$ cat config.mk
export PLATFORM = sky130hd
export DESIGN_NAME = lamp_matrix_scan
export DESIGN_NICKNAME = d
export VERILOG_FILES = /design/src/rtl/lamp_matrix_scan.sv
export SDC_FILE = /design/constraint.sdc
export NUM_CORES = 1
export LEC_CHECK = 0
export BUFFER_PORTS_ARGS = -buffer_cell sky130_fd_sc_hd__buf_2
export CORE_UTILIZATION = 52
export CTS_CLUSTER_SIZE = 16
export DETAILED_ROUTE_END_ITERATION = 12
export PLACE_DENSITY_LB_ADDON = 0.1
export REMOVE_ABC_BUFFERS = 1
export SLEW_MARGIN = 10
export SYNTH_ARGS = -nofsm -noshare
export SYNTH_HDL_FRONTEND = slang
export SYNTH_SLANG_ARGS = --single-unit
$ cat constraint.sdc
create_clock -name clk -period 2.1 [get_ports clk]
set_input_delay 0.21 -clock clk [delete_from_list [all_inputs] [get_ports clk]]
set_output_delay 0.21 -clock clk [all_outputs]
set_load 0.1 [all_outputs]
$ cat src/rtl/lamp_matrix_scan.sv
// -----------------------------------------------------------------------------
// lamp_matrix_scan
//
// Drives a 4x4 multiplexed lamp matrix from a 16-bit lamp pattern. One row is
// enabled at a time for SCAN_DIV clocks. Within each row dwell the column
// drivers are on for the first (bright+1)/4 of the dwell, giving 25/50/75/100 %
// duty. The pattern and brightness are captured when scanning starts and again
// at every frame end, so a mid-frame pattern change never tears the display.
//
// Parameters
//   SCAN_DIV   clocks per row dwell (multiple of 4, >= 4)
//
// Ports
//   clk        rising-edge clock
//   reset      asynchronous reset, active-high
//   en         scan enable; low blanks the display and returns to idle
//   lamp_ctl   lamp pattern, bit 4*r+c = row r, column c
//   bright     brightness level 0..3
//   row_sel    one-hot row enable, active-high (0 = blank)
//   col_drv    column drive for the selected row, active-high
//   frame_done one-cycle pulse on the first cycle of every frame after the first
// -----------------------------------------------------------------------------
module lamp_matrix_scan #(
  parameter int SCAN_DIV = 8
) (
  input  logic        clk,
  input  logic        reset,
  input  logic        en,
  input  logic [15:0] lamp_ctl,
  input  logic [1:0]  bright,
  output logic [3:0]  row_sel,
  output logic [3:0]  col_drv,
  output logic        frame_done
);

  localparam int DIV_W   = $clog2(SCAN_DIV);
  localparam int QUARTER = SCAN_DIV / 4;
  localparam logic [DIV_W-1:0] DIV_LAST = DIV_W'(SCAN_DIV - 1);

  typedef enum logic {
    IDLE = 1'b0,
    SCAN = 1'b1
  } state_t;

  state_t           state_q, state_d;
  logic [1:0]       row_q, row_d;
  logic [DIV_W-1:0] div_q, div_d;
  logic [15:0]      shadow_q, shadow_d;
  logic [1:0]       bright_q, bright_d;
  logic             frame_done_d;

  // ---------------------------------------------------------------------------
  // State register
  // ---------------------------------------------------------------------------
  // NOTE: sequential state uses non-blocking assignments so every register
  // samples the pre-edge values of the others, independent of statement order.
  always_ff @(posedge clk or posedge reset) begin
    if (reset) begin
      state_q    <= IDLE;
      row_q      <= '0;
      div_q      <= '0;
      shadow_q   <= '0;
      bright_q   <= '0;
      frame_done <= 1'b0;
    end else begin
      state_q    <= state_d;
      row_q      <= row_d;
      div_q      <= div_d;
      shadow_q   <= shadow_d;
      bright_q   <= bright_d;
      frame_done <= frame_done_d;
    end
  end

  // ---------------------------------------------------------------------------
  // Next-state logic
  // ---------------------------------------------------------------------------
  // NOTE: every variable gets a default before the case so that no path leaves
  // one unassigned, which would otherwise infer a latch.
  always_comb begin
    state_d      = state_q;
    row_d        = row_q;
    div_d        = div_q;
    shadow_d     = shadow_q;
    bright_d     = bright_q;
    frame_done_d = 1'b0;

    unique case (state_q)
      IDLE: begin
        row_d = '0;
        div_d = '0;
        if (en) begin
          state_d  = SCAN;
          shadow_d = lamp_ctl;
          bright_d = bright;
        end
      end

      SCAN: begin
        if (!en) begin
          // Dropping enable wins over a coincident frame end: no snapshot,
          // no pulse. The shadow is kept but no longer displayed.
          state_d = IDLE;
          row_d   = '0;
          div_d   = '0;
        end else if (div_q == DIV_LAST) begin
          div_d = '0;
          row_d = row_q + 2'd1;
          if (row_q == 2'd3) begin
            // Frame end: re-capture so the next frame is whole.
            shadow_d     = lamp_ctl;
            bright_d     = bright;
            frame_done_d = 1'b1;
          end
        end else begin
          div_d = div_q + 1'b1;
        end
      end

      default: state_d = IDLE;
    endcase
  end

  // ---------------------------------------------------------------------------
  // Output decode (registers only, no input-to-output path)
  // ---------------------------------------------------------------------------
  // Number of leading dwell cycles with columns on; can equal SCAN_DIV, hence
  // one extra bit over the divider.
  logic [DIV_W:0] on_limit;

  always_comb begin
    unique case (bright_q)
      2'd0:    on_limit = (DIV_W+1)'(QUARTER);
      2'd1:    on_limit = (DIV_W+1)'(2 * QUARTER);
      2'd2:    on_limit = (DIV_W+1)'(3 * QUARTER);
      default: on_limit = (DIV_W+1)'(4 * QUARTER);
    endcase
  end

  always_comb begin
    row_sel = '0;
    col_drv = '0;
    if (state_q == SCAN) begin
      row_sel = 4'b0001 << row_q;
      if ({1'b0, div_q} < on_limit) begin
        col_drv = shadow_q[{row_q, 2'b00} +: 4];
      end
    end
  end

endmodule
==> results of run 1 <==
==> cell type report <==
class | instances | area, um^2 | share of cell area [%]
inverter | 7 | 26.3 | 1.54
clock buffer | 3 | 22.5 | 1.32
sequential | 25 | 626 | 36.7
timing repair buffer | 40 | 307 | 18.0
tap | 28 | 35.0 | 2.06
clock inverter | 1 | 5.00 | 0.294
multi-input combinational | 54 | 683 | 40.1
==> critical path, stage by stage, from the launching register on <==
cell	delay (ns)
dfrtp_1	0.39
inv_2	0.06
ha_4	0.26
inv_2	0.04
ha_4	0.24
inv_2	0.04
o311ai_4	0.23
buf_6	0.15
and2b_2	0.23
buf_12	0.17
==> cells by family after synthesis <==
group	count (synthesis)	share of synthesized area, %
and+or+nand+nor	17	7.56
xor gates and xnor gates	1	0.678
muxes	23	26.4
AOI/OAI and AO/OA	3	2.23
adders and majority gates	10	9.69
buffers and inverters	11	5.04
DFF	25	48.4
==> synth_stat cells (all sizes together) <==
| cell type | n |
|---|---|
| and3 | 1 |
| clkbuf | 2 |
| mux2 | 18 |
| and2b | 1 |
| dfrtp | 25 |
| nor3 | 1 |
| nor2b | 3 |
| nor2 | 3 |
| nand2 | 2 |
| and2 | 4 |
| buf | 2 |
| ha | 10 |
| xnor2 | 1 |
| nor3b | 1 |
| nand2b | 1 |
| o311ai | 1 |
| mux4 | 4 |
| o21ba | 1 |
| a21bo | 1 |
| inv | 7 |
| mux2i | 1 |
==> routing by layer <==
metal,global-route usage (%),share of wire [%],vias to the layer above
li1,-,-,386
met1,24.7,43,407
met2,36.3,54,15
met3,3.51,2.2,2
met4,8.11,0.73,0
met5,0,0,-
==> per-stage QoR <==
step                instances  instance area [um^2]  util, %  hold slack (ns)  power, mW
floorplan                  86                  1250        -            0.237      0.785
global placement          148                  1480     65.1            0.269      0.855
detailed placement        148                  1480     65.1            0.273      0.867
CTS                       158                  1680     73.9           0.0220       1.19
global route              158                  1700     74.9           0.0246       1.25
finish                    158                  1700     74.9           0.0380       1.19
==> state kept, by name, summed over array words and instances, names as in the netlist <==
name / flops
bright_q: 2
div_q: 3
frame_done: 1
row_q: 2
shadow_q: 16
state_q: 1
==> cell usage in the layout (no fill, tap or decap), drive strengths merged <==
cell / instances
buf: 39
dfrtp: 25
mux2: 18
ha: 10
inv: 7
and2: 4
mux4: 4
nor2b: 3
nor2: 3
clkbuf: 3
nand2: 2
a21bo: 1
o21ba: 1
nand2b: 1
o311ai: 1
and2b: 1
nor3b: 1
nor3: 1
and3: 1
xnor2: 1
mux2i: 1
clkinv: 1
dlygate4sd3: 1
==> worst paths after layout <==
check                      slack, ns          end
hold / removal                  0.04      state_q
setup reg to reg                0.33  bright_q[1]
setup / recovery               -0.22   col_drv[1]
hold reg to reg                 0.45     div_q[0]
min in group asynchronous       0.48  shadow_q[7]
max in group asynchronous       1.37     div_q[0]
==> power by group through the flow <==
stage,Clock (mW),Combinational (mW),Sequential [mW]
after floorplan,0,0.221,0.564
after global routing,0.241,0.436,0.573
final,0.215,0.414,0.566
after detailed placement,0,0.293,0.574
after CTS,0.221,0.401,0.565
after global placement,0,0.284,0.570
==> timing repair <==
item / in CTS / in global routing
hold buffers: 1 / 0
setup endpoints to repair: 4 / 4
endpoints found under the hold margin: 25 / 0
buffers inserted: 5 / 0
resized for setup: 32 / 4
cloned: 0 / 0
pin swaps: 3 / 0
==> impl_metrics.yaml, run 1 <==
status:
  status: "finished with violations"
  violations: "setup timing"
hold_path:
  holdPathStages: 1
  hold_path.class: "input pin to flop"
  hp-start: "en"
die:
  die_area_um2: 2690
  chipWidth_um: 51.8
  top_level_ports: 30
  die_y_um: 51.8
  initial_utilization_pct: 56.7
  core.rowCount: 17
  placeableCoreArea_um2: 2280
clocking:
  htreeDepth: 1
  clkTransAtPathRegs_ns: 0.14
  cts_tree: "yes"
  clk_latency_ns: 0.32
  cts_buffers: 3
  cts_buffer_depth: 2
  cts_sinks: 25
  root_buffer: "clkbuf_4"
global_route:
  grt_pass1_vias: 851
  grt_first_pass_wirelength_mm: 3.86
  groute.usage.overall_pct: 20.6
  antenna_found_initial: 0
  grt-ovfl-total: 0
  grt_max_degree: 26
logic_synthesis:
  synth_area_um2: 1290
  yosysUniqueCellTypes: 24
  yosys_warnings: 0
  avgSynthCellArea_um2: 14.3
  seq_area_frac_synth_pct: 48.4
  ys_ff_latch: 25
  yosysTopAreaCellShare_pct: 48.4
  syn-instance-count: 90
  yosysTopAreaCell: "dfrtp_1"
  ys_top_cells_by_area: "dfrtp_1, mux2_4, ha_1, mux2_2, mux4_2"
drt:
  dr.pass1.iters: 4
  postRouteAntennaNets: 0
  drtIter0Drc: 2
  totalWireLength_mm: 2.34
  viasPerCell: 5.13
  wl_per_cell_um: 14.8
  vias: 810
  drcViolationCount: 0
sta:
  hold_viol: 0
  finalCritPeriodShare_pct: 111
  fmax_mhz: 431
  worst_slew_pin_slew_ns: 0.487
  layout_setup_ws_ns: -0.223
  rsz0062_at_grt: "yes"
  setup_viol: 4
  drv_slew: 0
  fin_worst_skew_ns: 0.00970
  setup_tns_ns: -0.615
  slew_headroom_pct: 67.8
  finalCriticalPeriod_ns: 2.32
placed_design:
  io_buffers: 29
  place_congestion: 0.729
  dp_hpwl_mm: 1.58
  place_ws_ns: -0.0753
power_and_ir_drop:
  p_sw_uw: 371
  power_density_nw_per_um2: 701
  seqPwrFrac_pct: 47.4
  swShare_pct: 31.1
  ir_worst_vdd_mv: 0.517
  p_leak_nw: 0.844
  intPower_uw: 823
  power_frac_comb_pct: 34.6
  p_clk_share_pct: 18.0
final_layout:
  nets: 162
  diodes: 0
  drive_above_1_share_pct: 61.5
  synthToLayoutAreaGrowth_pct: 32.0
  fillCellCount: 172
critical_path:
  start_kind: "flop"
  worstSetupPathType: "flop to primary output"
  worstRegToRegCells: 6
  arrival_ns: 2.11
  cp_max_fo: 4
  reg2reg_from: "div_q[0]"
  crit_path_end_kind: "primary output"
  cp-startpoint: "bright_q[0]"
  required_ns: 1.89
run:
  drv_cap: 0
Power figures use the tool's default switching activity.
==> run 2, diff against run 1 <==
--- a/config.mk
+++ b/config.mk
@@ -9,6 +9,7 @@
 export CORE_UTILIZATION = 52
 export CTS_CLUSTER_SIZE = 16
 export DETAILED_ROUTE_END_ITERATION = 12
+export GPL_TIMING_DRIVEN = 0
 export PLACE_DENSITY_LB_ADDON = 0.1
 export REMOVE_ABC_BUFFERS = 1
 export SLEW_MARGIN = 10
==> impl_metrics.yaml, run 2 (synthesis results as in run 1) <==
status:
  status: "finished with violations"
  violations: "setup timing"
sta:
  fin_worst_skew_ns: 0.00164
  worst_slew_pin_slew_ns: 0.923
  setup_viol: 4
  hold_viol: 0
  rsz0062_at_grt: "yes"
  finalCritPeriodShare_pct: 109
  slew_headroom_pct: 38.4
  fmax_mhz: 435
  finalCriticalPeriod_ns: 2.30
  drv_slew: 0
  layout_setup_ws_ns: -0.197
clocking:
  htreeDepth: 1
  root_buffer: "clkbuf_4"
  clk_latency_ns: 0.32
  clkTransAtPathRegs_ns: 0.13
  cts_sinks: 25
  cts_buffers: 3
  cts_buffer_depth: 2
  cts_tree: "yes"
power_and_ir_drop:
  p_leak_nw: 0.803
  power_density_nw_per_um2: 716
  ir_worst_vdd_mv: 0.652
drt:
  viasPerCell: 5.30
  wl_per_cell_um: 15.4
  drcViolationCount: 0
  vias: 806
  dr.pass1.iters: 4
  postRouteAntennaNets: 0
  totalWireLength_mm: 2.33
  drtIter0Drc: 7
die:
  die_y_um: 51.8
  top_level_ports: 30
  core.rowCount: 17
  chipWidth_um: 51.8
  placeableCoreArea_um2: 2280
  initial_utilization_pct: 56.7
  die_area_um2: 2690
critical_path:
  arrival_ns: 2.09
  start_kind: "flop"
  cp_max_fo: 4
  crit_path_end_kind: "primary output"
  worstSetupPathType: "flop to primary output"
  required_ns: 1.89
  worstRegToRegCells: 5
final_layout:
  post-route-util_pct: 71.7
  nets: 156
  final_area_um2: 1630
  diodes: 0
  final_cell_mix: "dfrtp_1, buf_2, mux2_4"
  top_register: "shadow_q"
  fillCellCount: 164
  fin_cells: 152
  synthToLayoutAreaGrowth_pct: 26.5
  drive_above_1_share_pct: 59.7
  largest_register_ff_count: 16
  largestRegisters: "shadow_q x16, div_q x3"
run:
  drv_cap: 0
placed_design:
  dp_hpwl_mm: 1.57
  placed_area_um2: 1430
  io_buffers: 29
  place_congestion: 0.751
  placed_cells: 143
global_route:
  grt-ovfl-total: 0
  grt_pass1_vias: 791
  antenna_found_initial: 0
  grt_max_degree: 26
  grt_first_pass_wirelength_mm: 3.91
  groute.usage.overall_pct: 21.1
hold_path:
  hold_path.class: "input pin to flop"
  holdPathStages: 1
-- run 2: timing repair --
| item | CTS | global route |
|---|---|---|
| pin swaps | 3 | 0 |
| endpoints found under the setup margin | 22 | 15 |
| cloned | 0 | 0 |
| resized for setup | 30 | 4 |
| hold buffers | 0 | 0 |
| setup buffers | 4 | 1 |
-- run 2: path summary, 6_finish.rpt --
kind	from	endpoint	slack, ns
worst max-delay path	bright_q[0]	col_drv[1]	-0.20
worst min-delay path	en	state_q	0.02
worst max register to register	div_q[1]	shadow_q[14]	0.27
worst min register to register	div_q[0]	div_q[0]	0.45
max in group asynchronous	reset	shadow_q[14]	1.48
min in group asynchronous	reset	shadow_q[8]	0.07
-- run 2: routing by layer --
metal  track usage [%]  vias up  part of all wire [%]
met5                 0        -                     0
li1                  -      373                     -
met1              27.8      406                    43
met4              9.46        0                   2.0
met2              34.0       22                    52
met3              3.51        5                   3.0
-- run 2: power by group --
part           total, mW  internal (mW)  switching (mW)
sequential         0.567          0.535          0.0319
clock              0.219         0.0715           0.147
combinational      0.383          0.195           0.188
-- run 2: worst max-delay path, stage by stage (launching register included) --
cell and delay (ns):
dfrtp_1 0.40, inv_2 0.06, ha_4 0.26, inv_2 0.04, ha_4 0.25, inv_2 0.03
o311ai_4 0.29, and2b_1 0.26, buf_12 0.17
-- run 2: cell type report --
cell class	count	area (um^2)	area share, %
inverter	7	26.3	1.61
tap	28	35.0	2.15
clock buffer	3	22.5	1.38
clock inverter	1	5.00	0.307
timing repair buffer	34	243	14.9
sequential	25	626	38.3
multi-input combinational	54	676	41.4
-- run 2: through the flow --
stage	hold slack (ns)	total power, mW	TNS (ns)	setup slack [ns]
2_1_floorplan	0.237	0.785	-2.21	-0.679
3_3_place_gp	0.357	0.835	-2.55	-0.562
3_5_place_dp	0.356	0.849	-4.02	-0.656
4_1_cts	0.00989	1.16	-0.576	-0.196
5_1_grt	0.0142	1.23	-0.993	-0.282
6_report	0.0220	1.17	-0.650	-0.197
